### config.mk
export PLATFORM = sky130hd
export DESIGN_NAME = bin_to_bcd_seq_flat
export DESIGN_NICKNAME = d
export VERILOG_FILES = /design/src/rtl/bin_to_bcd_seq_if.sv /design/src/rtl/bin_to_bcd_seq.sv /design/src/flat_wrapper.sv
export SDC_FILE = /design/constraint.sdc
export NUM_CORES = 1
export LEC_CHECK = 0
export BUFFER_PORTS_ARGS = -buffer_cell sky130_fd_sc_hd__buf_2
export CAP_MARGIN = 5
export CORE_ASPECT_RATIO = 1.4
export CORE_MARGIN = 3
export CORE_UTILIZATION = 60
export DETAILED_ROUTE_END_ITERATION = 8
export PLACE_DENSITY = 0.83
export SLEW_MARGIN = 20
export SYNTH_ARGS = -nofsm -noshare
export SYNTH_HDL_FRONTEND = slang
export SYNTH_SLANG_ARGS = --single-unit
### constraint.sdc
create_clock -name clk -period 3.2 [get_ports clk]
set_clock_uncertainty 0.15 [all_clocks]
set_input_delay 0.32 -clock clk [delete_from_list [all_inputs] [get_ports clk]]
set_output_delay 0.32 -clock clk [all_outputs]
set_load 0.01 [all_outputs]
### src/rtl/bin_to_bcd_seq_if.sv
// rtl/bin_to_bcd_seq_if.sv - start/busy/done handshake and result bundle for bin_to_bcd_seq
interface bin_to_bcd_seq_if #(
    parameter int BIN_W  = 8,
    parameter int DIGITS = 3
);
    logic                  start;
    logic [BIN_W-1:0]      bin;
    logic                  busy;
    logic                  done;
    logic [4*DIGITS-1:0]   bcd;
    logic                  overflow;
    logic [DIGITS-1:0]     blank;

    // Requester side: issues start/bin, observes status and result
    modport master (
        output start, bin,
        input  busy, done, bcd, overflow, blank
    );

    // Converter side
    modport slave (
        input  start, bin,
        output busy, done, bcd, overflow, blank
    );
endinterface

### src/rtl/bin_to_bcd_seq.sv
// rtl/bin_to_bcd_seq.sv - sequential double-dabble binary-to-BCD converter with saturation and blanking
module bin_to_bcd_seq #(
    parameter int BIN_W  = 8,
    parameter int DIGITS = 3
) (
    input  logic                 clk,
    input  logic                 rst_n,
    bin_to_bcd_seq_if.slave      bus
);
    localparam int SCR_W = 4 * DIGITS;
    localparam int CNT_W = $clog2(BIN_W + 1);
    localparam logic [CNT_W-1:0] CNT_LOAD = CNT_W'(BIN_W);
    localparam logic [CNT_W-1:0] CNT_LAST = CNT_W'(1);

    typedef enum logic [1:0] {
        IDLE   = 2'd0,
        SHIFT  = 2'd1,
        FINISH = 2'd2
    } state_t;

    state_t              state_q;
    logic [BIN_W-1:0]    shreg_q;
    logic [SCR_W-1:0]    scratch_q;
    logic [CNT_W-1:0]    cnt_q;
    logic                sticky_q;
    logic                busy_q;
    logic                done_q;
    logic [SCR_W-1:0]    bcd_q;
    logic                ovf_q;
    logic [DIGITS-1:0]   blank_q;

    logic [SCR_W-1:0]    adj;
    logic [SCR_W-1:0]    scratch_d;
    logic [BIN_W-1:0]    shreg_d;
    logic                sticky_d;
    logic [SCR_W-1:0]    bcd_d;
    logic [DIGITS-1:0]   blank_d;
    logic                zero_above;

    // One double-dabble step plus the saturated result and leading-zero mask seen in FINISH
    always_comb begin
        adj = scratch_q;
        for (int i = 0; i < DIGITS; i++) begin
            if (scratch_q[4*i +: 4] >= 4'd5) begin
                adj[4*i +: 4] = scratch_q[4*i +: 4] + 4'd3;
            end
        end
        scratch_d = {adj[SCR_W-2:0], shreg_q[BIN_W-1]};
        shreg_d   = shreg_q << 1;
        // A bit leaving the top digit means the running value passed 10^DIGITS-1
        sticky_d  = sticky_q | adj[SCR_W-1];

        bcd_d = sticky_q ? {DIGITS{4'd9}} : scratch_q;

        blank_d    = '0;
        zero_above = 1'b1;
        for (int i = DIGITS - 1; i >= 1; i--) begin
            zero_above = zero_above & (bcd_d[4*i +: 4] == 4'd0);
            blank_d[i] = zero_above & ~sticky_q;
        end
    end

    // Control FSM with registered handshake and result outputs
    always_ff @(posedge clk or negedge rst_n) begin
        if (!rst_n) begin
            state_q   <= IDLE;
            shreg_q   <= '0;
            scratch_q <= '0;
            cnt_q     <= '0;
            sticky_q  <= 1'b0;
            busy_q    <= 1'b0;
            done_q    <= 1'b0;
            bcd_q     <= '0;
            ovf_q     <= 1'b0;
            blank_q   <= '0;
        end else begin
            done_q <= 1'b0;
            case (state_q)
                IDLE: begin
                    if (bus.start) begin
                        shreg_q   <= bus.bin;
                        scratch_q <= '0;
                        sticky_q  <= 1'b0;
                        cnt_q     <= CNT_LOAD;
                        busy_q    <= 1'b1;
                        state_q   <= SHIFT;
                    end
                end
                SHIFT: begin
                    scratch_q <= scratch_d;
                    shreg_q   <= shreg_d;
                    sticky_q  <= sticky_d;
                    cnt_q     <= cnt_q - CNT_LAST;
                    if (cnt_q == CNT_LAST) begin
                        state_q <= FINISH;
                    end
                end
                FINISH: begin
                    bcd_q   <= bcd_d;
                    ovf_q   <= sticky_q;
                    blank_q <= blank_d;
                    done_q  <= 1'b1;
                    busy_q  <= 1'b0;
                    state_q <= IDLE;
                end
                default: begin
                    state_q <= IDLE;
                    busy_q  <= 1'b0;
                end
            endcase
        end
    end

    assign bus.busy     = busy_q;
    assign bus.done     = done_q;
    assign bus.bcd      = bcd_q;
    assign bus.overflow = ovf_q;
    assign bus.blank    = blank_q;
endmodule

### src/flat_wrapper.sv
// flat-port wrapper written by rule: the top's interface ports become plain ports
module bin_to_bcd_seq_flat 
#(
    parameter int BIN_W  = 8,
    parameter int DIGITS = 3
)
  (clk, rst_n, bus_start, bus_bin, bus_busy, bus_done, bus_bcd, bus_overflow, bus_blank);
  bin_to_bcd_seq_if #(.BIN_W(BIN_W), .DIGITS(DIGITS)) bus_i ();
  input  logic clk;
  input  logic rst_n;
  input wire logic [$bits(bus_i.start)-1:0] bus_start;
  input wire logic [$bits(bus_i.bin)-1:0] bus_bin;
  output wire logic [$bits(bus_i.busy)-1:0] bus_busy;
  output wire logic [$bits(bus_i.done)-1:0] bus_done;
  output wire logic [$bits(bus_i.bcd)-1:0] bus_bcd;
  output wire logic [$bits(bus_i.overflow)-1:0] bus_overflow;
  output wire logic [$bits(bus_i.blank)-1:0] bus_blank;
  assign bus_i.start = bus_start;
  assign bus_i.bin = bus_bin;
  assign bus_busy = bus_i.busy;
  assign bus_done = bus_i.done;
  assign bus_bcd = bus_i.bcd;
  assign bus_overflow = bus_i.overflow;
  assign bus_blank = bus_i.blank;
  bin_to_bcd_seq #(.BIN_W(BIN_W), .DIGITS(DIGITS)) u_core (.clk(clk), .rst_n(rst_n), .bus(bus_i));
endmodule
==> results.json <==
{
  "cts.sink_count": 44,
  "starting_density_of_the_core": 0.641,
  "power_density_nw_per_um2": 1050,
  "fin_setup_tns_ns": 0,
  "die_y_um": 75.3,
  "area_growth_pct": 10.1,
  "finalWeightedCongestion": 0.876,
  "maxCapViolations": 0,
  "synthesis.yosys.warnings": 0,
  "slew-limit-headroom": 0.370,
  "drt.antenna.violating_nets": 0,
  "hold_class": "input pin to async pin",
  "max_slew_violation_count": 0,
  "post_synth_num_cell_types": 34,
  "globalRouteTotalUtil": 0.201,
  "placementRows": 24,
  "grt_pass1_vias": 1461,
  "antenna-diode-count": 0,
  "achievable-frequency_ghz": 0.509,
  "cts.htree.levels": 2,
  "num_vias": 1493,
  "worstPathMaxFanout": 20,
  "worst-endpoint-required_ns": 3.21,
  "postCtsSetupRepairBufs": 0,
  "worst_skew_pair.late_latency_ns": 0.30,
  "layout.filler_cells": 230,
  "netlist_area_sq_um": 2060,
  "post_route_cells_drive_above_1_share": 0.183,
  "timing.hold.ws_ns": 0.0125,
  "placement.io_buffers": 27,
  "synth_ff_type": "sky130_fd_sc_hd__dfrtp_1",
  "final-setup-viol-count": 0,
  "totalWireLength_um": 3730,
  "startpoint_type": "flip-flop",
  "postLayoutCoreUtil": 0.706,
  "period_needed_ns": 1.96,
  "detailed_place_hpwl_um": 2660,
  "synth.yosys.seq_area_share": 0.534,
  "grt_setup_unrepaired": "false",
  "grt_pass1_wl_um": 6490,
  "grt_max_degree": 45,
  "floorplan.die.width_um": 55.5,
  "outcome": "complete, no violations",
  "total_leakage_power_nw": 1.10,
  "design.core.area_sq_um": 3210,
  "syn-instance-count": 200,
  "global_route.overflow_total": 0,
  "ys_seq_elements": 44,
  "die_area_sq_um": 4180,
  "design.final.nets": 243,
  "grt_antenna_before_repair": 0,
  "final_common_cell": "sky130_fd_sc_hd__dfrtp_1",
  "number_of_flops_mapped_to_enable_cells_by_yosys": 0,
  "timing_worst_setup_path_type": "flip-flop to flip-flop",
  "fin_cells": 263,
  "synthesis.nets": 219,
  "clkTransAtPathRegs_ns": 0.08,
  "timing_worst_slew_pin_value_ns": 0.944,
  "tritoncts_clock_tree": "built",
  "timing.critical_path.arrival_ns": 1.97,
  "clock_tree.root_cell": "sky130_fd_sc_hd__clkbuf_8",
  "avgRoutedWirePerCell_um": 14.2,
  "drt_first_pass_iters": 4,
  "postSynth.asyncResetShare": 1.00,
  "ios": 29,
  "drc_violation_total_after_the_first_tritonroute_iteration": 52,
  "cts_resized": 0,
  "finalCritPeriodShare": 0.614,
  "worst_ir_drop_vdd_uv": 738,
  "layout.cells.most_common_list": "sky130_fd_sc_hd__dfrtp_1 (44), sky130_fd_sc_hd__nand2_1 (30), sky130_fd_sc_hd__buf_2 (27)",
  "clock_path_buffers": 2,
  "via_per_inst": 5.68,
  "placedCellCount": 256,
  "route.detailed.drc": 0,
  "finalHoldViolations": 0,
  "crit_path_end_kind": "flip-flop",
  "syn-mean-instance-area_sq_um": 10.3,
  "tritoncts.num_buffers": 5,
  "cts-hold-fix-buffers": 0
}
[final cells by class]
cell class | instances | area (sq um) | share of cell area
flip-flops and latches | 44 | 1100 | 0.485
repair buffers | 29 | 150 | 0.0662
clock buffers | 6 | 72.6 | 0.0320
multi-input cells | 133 | 851 | 0.375
well taps | 39 | 48.8 | 0.0215
clock inverters | 1 | 5.00 | 0.00221
inverters | 11 | 41.3 | 0.0182
[registers in the layout, indices dropped and copies added (netlist names)]
name and cells:
u_core.bus.done 1, u_core.sticky_q 1, u_core.bus.busy 1, u_core.bus.bcd 12
u_core.scratch_q 12, u_core.bus.blank 2, u_core.cnt_q 4, u_core.state_q 2
u_core.shreg_q 8, u_core.bus.overflow 1
[power breakdown]
group | total (mW) | leakage (nW) | internal (mW) | switching [mW]
clock | 0.327 | 0.0410 | 0.148 | 0.178
combinational | 1.07 | 0.524 | 0.475 | 0.590
sequential | 1.00 | 0.537 | 0.803 | 0.197
total | 2.39 | 1.10 | 1.43 | 0.965
[metrics by stage]
stage                     power [mW]  worst slack [ns]  area [sq um]
after global routing            2.61              1.09          2270
after CTS                       2.41              1.22          2270
after detailed placement        2.08              1.24          2190
final                           2.39              1.24          2270
after global placement          2.02              1.28          2190
after floorplan                 1.80              1.65          2060
[routing by layer]
| layer | GRT usage | part of all wire |
|---|---|---|
| met5 | 0 | 0 |
| met4 | 0.0811 | 0.017 |
| met2 | 0.370 | 0.52 |
| met3 | 0.0492 | 0.047 |
| met1 | 0.225 | 0.41 |
[synth_stat cells (2+ instances only)]
cell type / count / share of area
sky130_fd_sc_hd__ha_1: 8 / 0.049
sky130_fd_sc_hd__o21ai_0: 14 / 0.034
sky130_fd_sc_hd__clkbuf_1: 3 / 0.0055
sky130_fd_sc_hd__nand2b_1: 8 / 0.024
sky130_fd_sc_hd__nor2_1: 13 / 0.024
sky130_fd_sc_hd__nand2_1: 30 / 0.055
sky130_fd_sc_hd__o32ai_1: 2 / 0.0085
sky130_fd_sc_hd__inv_1: 11 / 0.020
sky130_fd_sc_hd__buf_4: 2 / 0.0073
sky130_fd_sc_hd__a31oi_1: 7 / 0.021
sky130_fd_sc_hd__nor3_1: 2 / 0.0049
sky130_fd_sc_hd__mux2i_1: 3 / 0.015
sky130_fd_sc_hd__o31ai_1: 8 / 0.029
sky130_fd_sc_hd__a21oi_1: 4 / 0.0097
sky130_fd_sc_hd__buf_2: 6 / 0.015
sky130_fd_sc_hd__xnor2_1: 4 / 0.017
sky130_fd_sc_hd__nand3_1: 2 / 0.0049
sky130_fd_sc_hd__mux2_2: 3 / 0.016
sky130_fd_sc_hd__dfrtp_1: 44 / 0.53
sky130_fd_sc_hd__xor2_1: 3 / 0.013
sky130_fd_sc_hd__o22ai_1: 3 / 0.0091
sky130_fd_sc_hd__a22o_1: 4 / 0.017
sky130_fd_sc_hd__a32o_1: 4 / 0.019
sky130_fd_sc_hd__nor4_1: 2 / 0.0061
[cell families (layout without fill, tap and decap cells)]
logic type	after synthesis	in the layout	share of synthesized area
AND/OR/NAND/NOR	64	64	0.151
adder cells (fa/ha/maj)	8	8	0.0486
AO/OA/AOI/OAI	47	47	0.151
XOR/XNOR	7	7	0.0298
buffers and inverters	23	47	0.0528
other	1	1	0.00182
multiplexers	6	6	0.0310
flip-flops	44	44	0.534
[critical path: stages (launching register included)]
cell and delay [ns]:
sky130_fd_sc_hd__dfrtp_1 0.43, sky130_fd_sc_hd__nand2b_1 0.45, sky130_fd_sc_hd__buf_4 0.35, sky130_fd_sc_hd__nor4_1 0.23, sky130_fd_sc_hd__xnor2_1 0.15, sky130_fd_sc_hd__nand2_1 0.06
[path summary, 6_finish.rpt]
path | startpoint | to | slack [ns] | cells after the start
setup / recovery | u_core.state_q[1] | u_core.cnt_q[3] | 1.24 | 5
hold / removal | rst_n | u_core.scratch_q[1] | 0.01 | 1
setup reg to reg | u_core.state_q[1] | u_core.cnt_q[3] | 1.24 | 5
hold reg to reg | u_core.bus.bcd[1] | u_core.bus.bcd[1] | 0.33 | 2
max in group asynchronous | rst_n | u_core.cnt_q[3] | 2.30 | 1
min in group clk | bus_bin[0] | u_core.shreg_q[0] | 0.07 | 3
(Power assumes the default switching activity.)
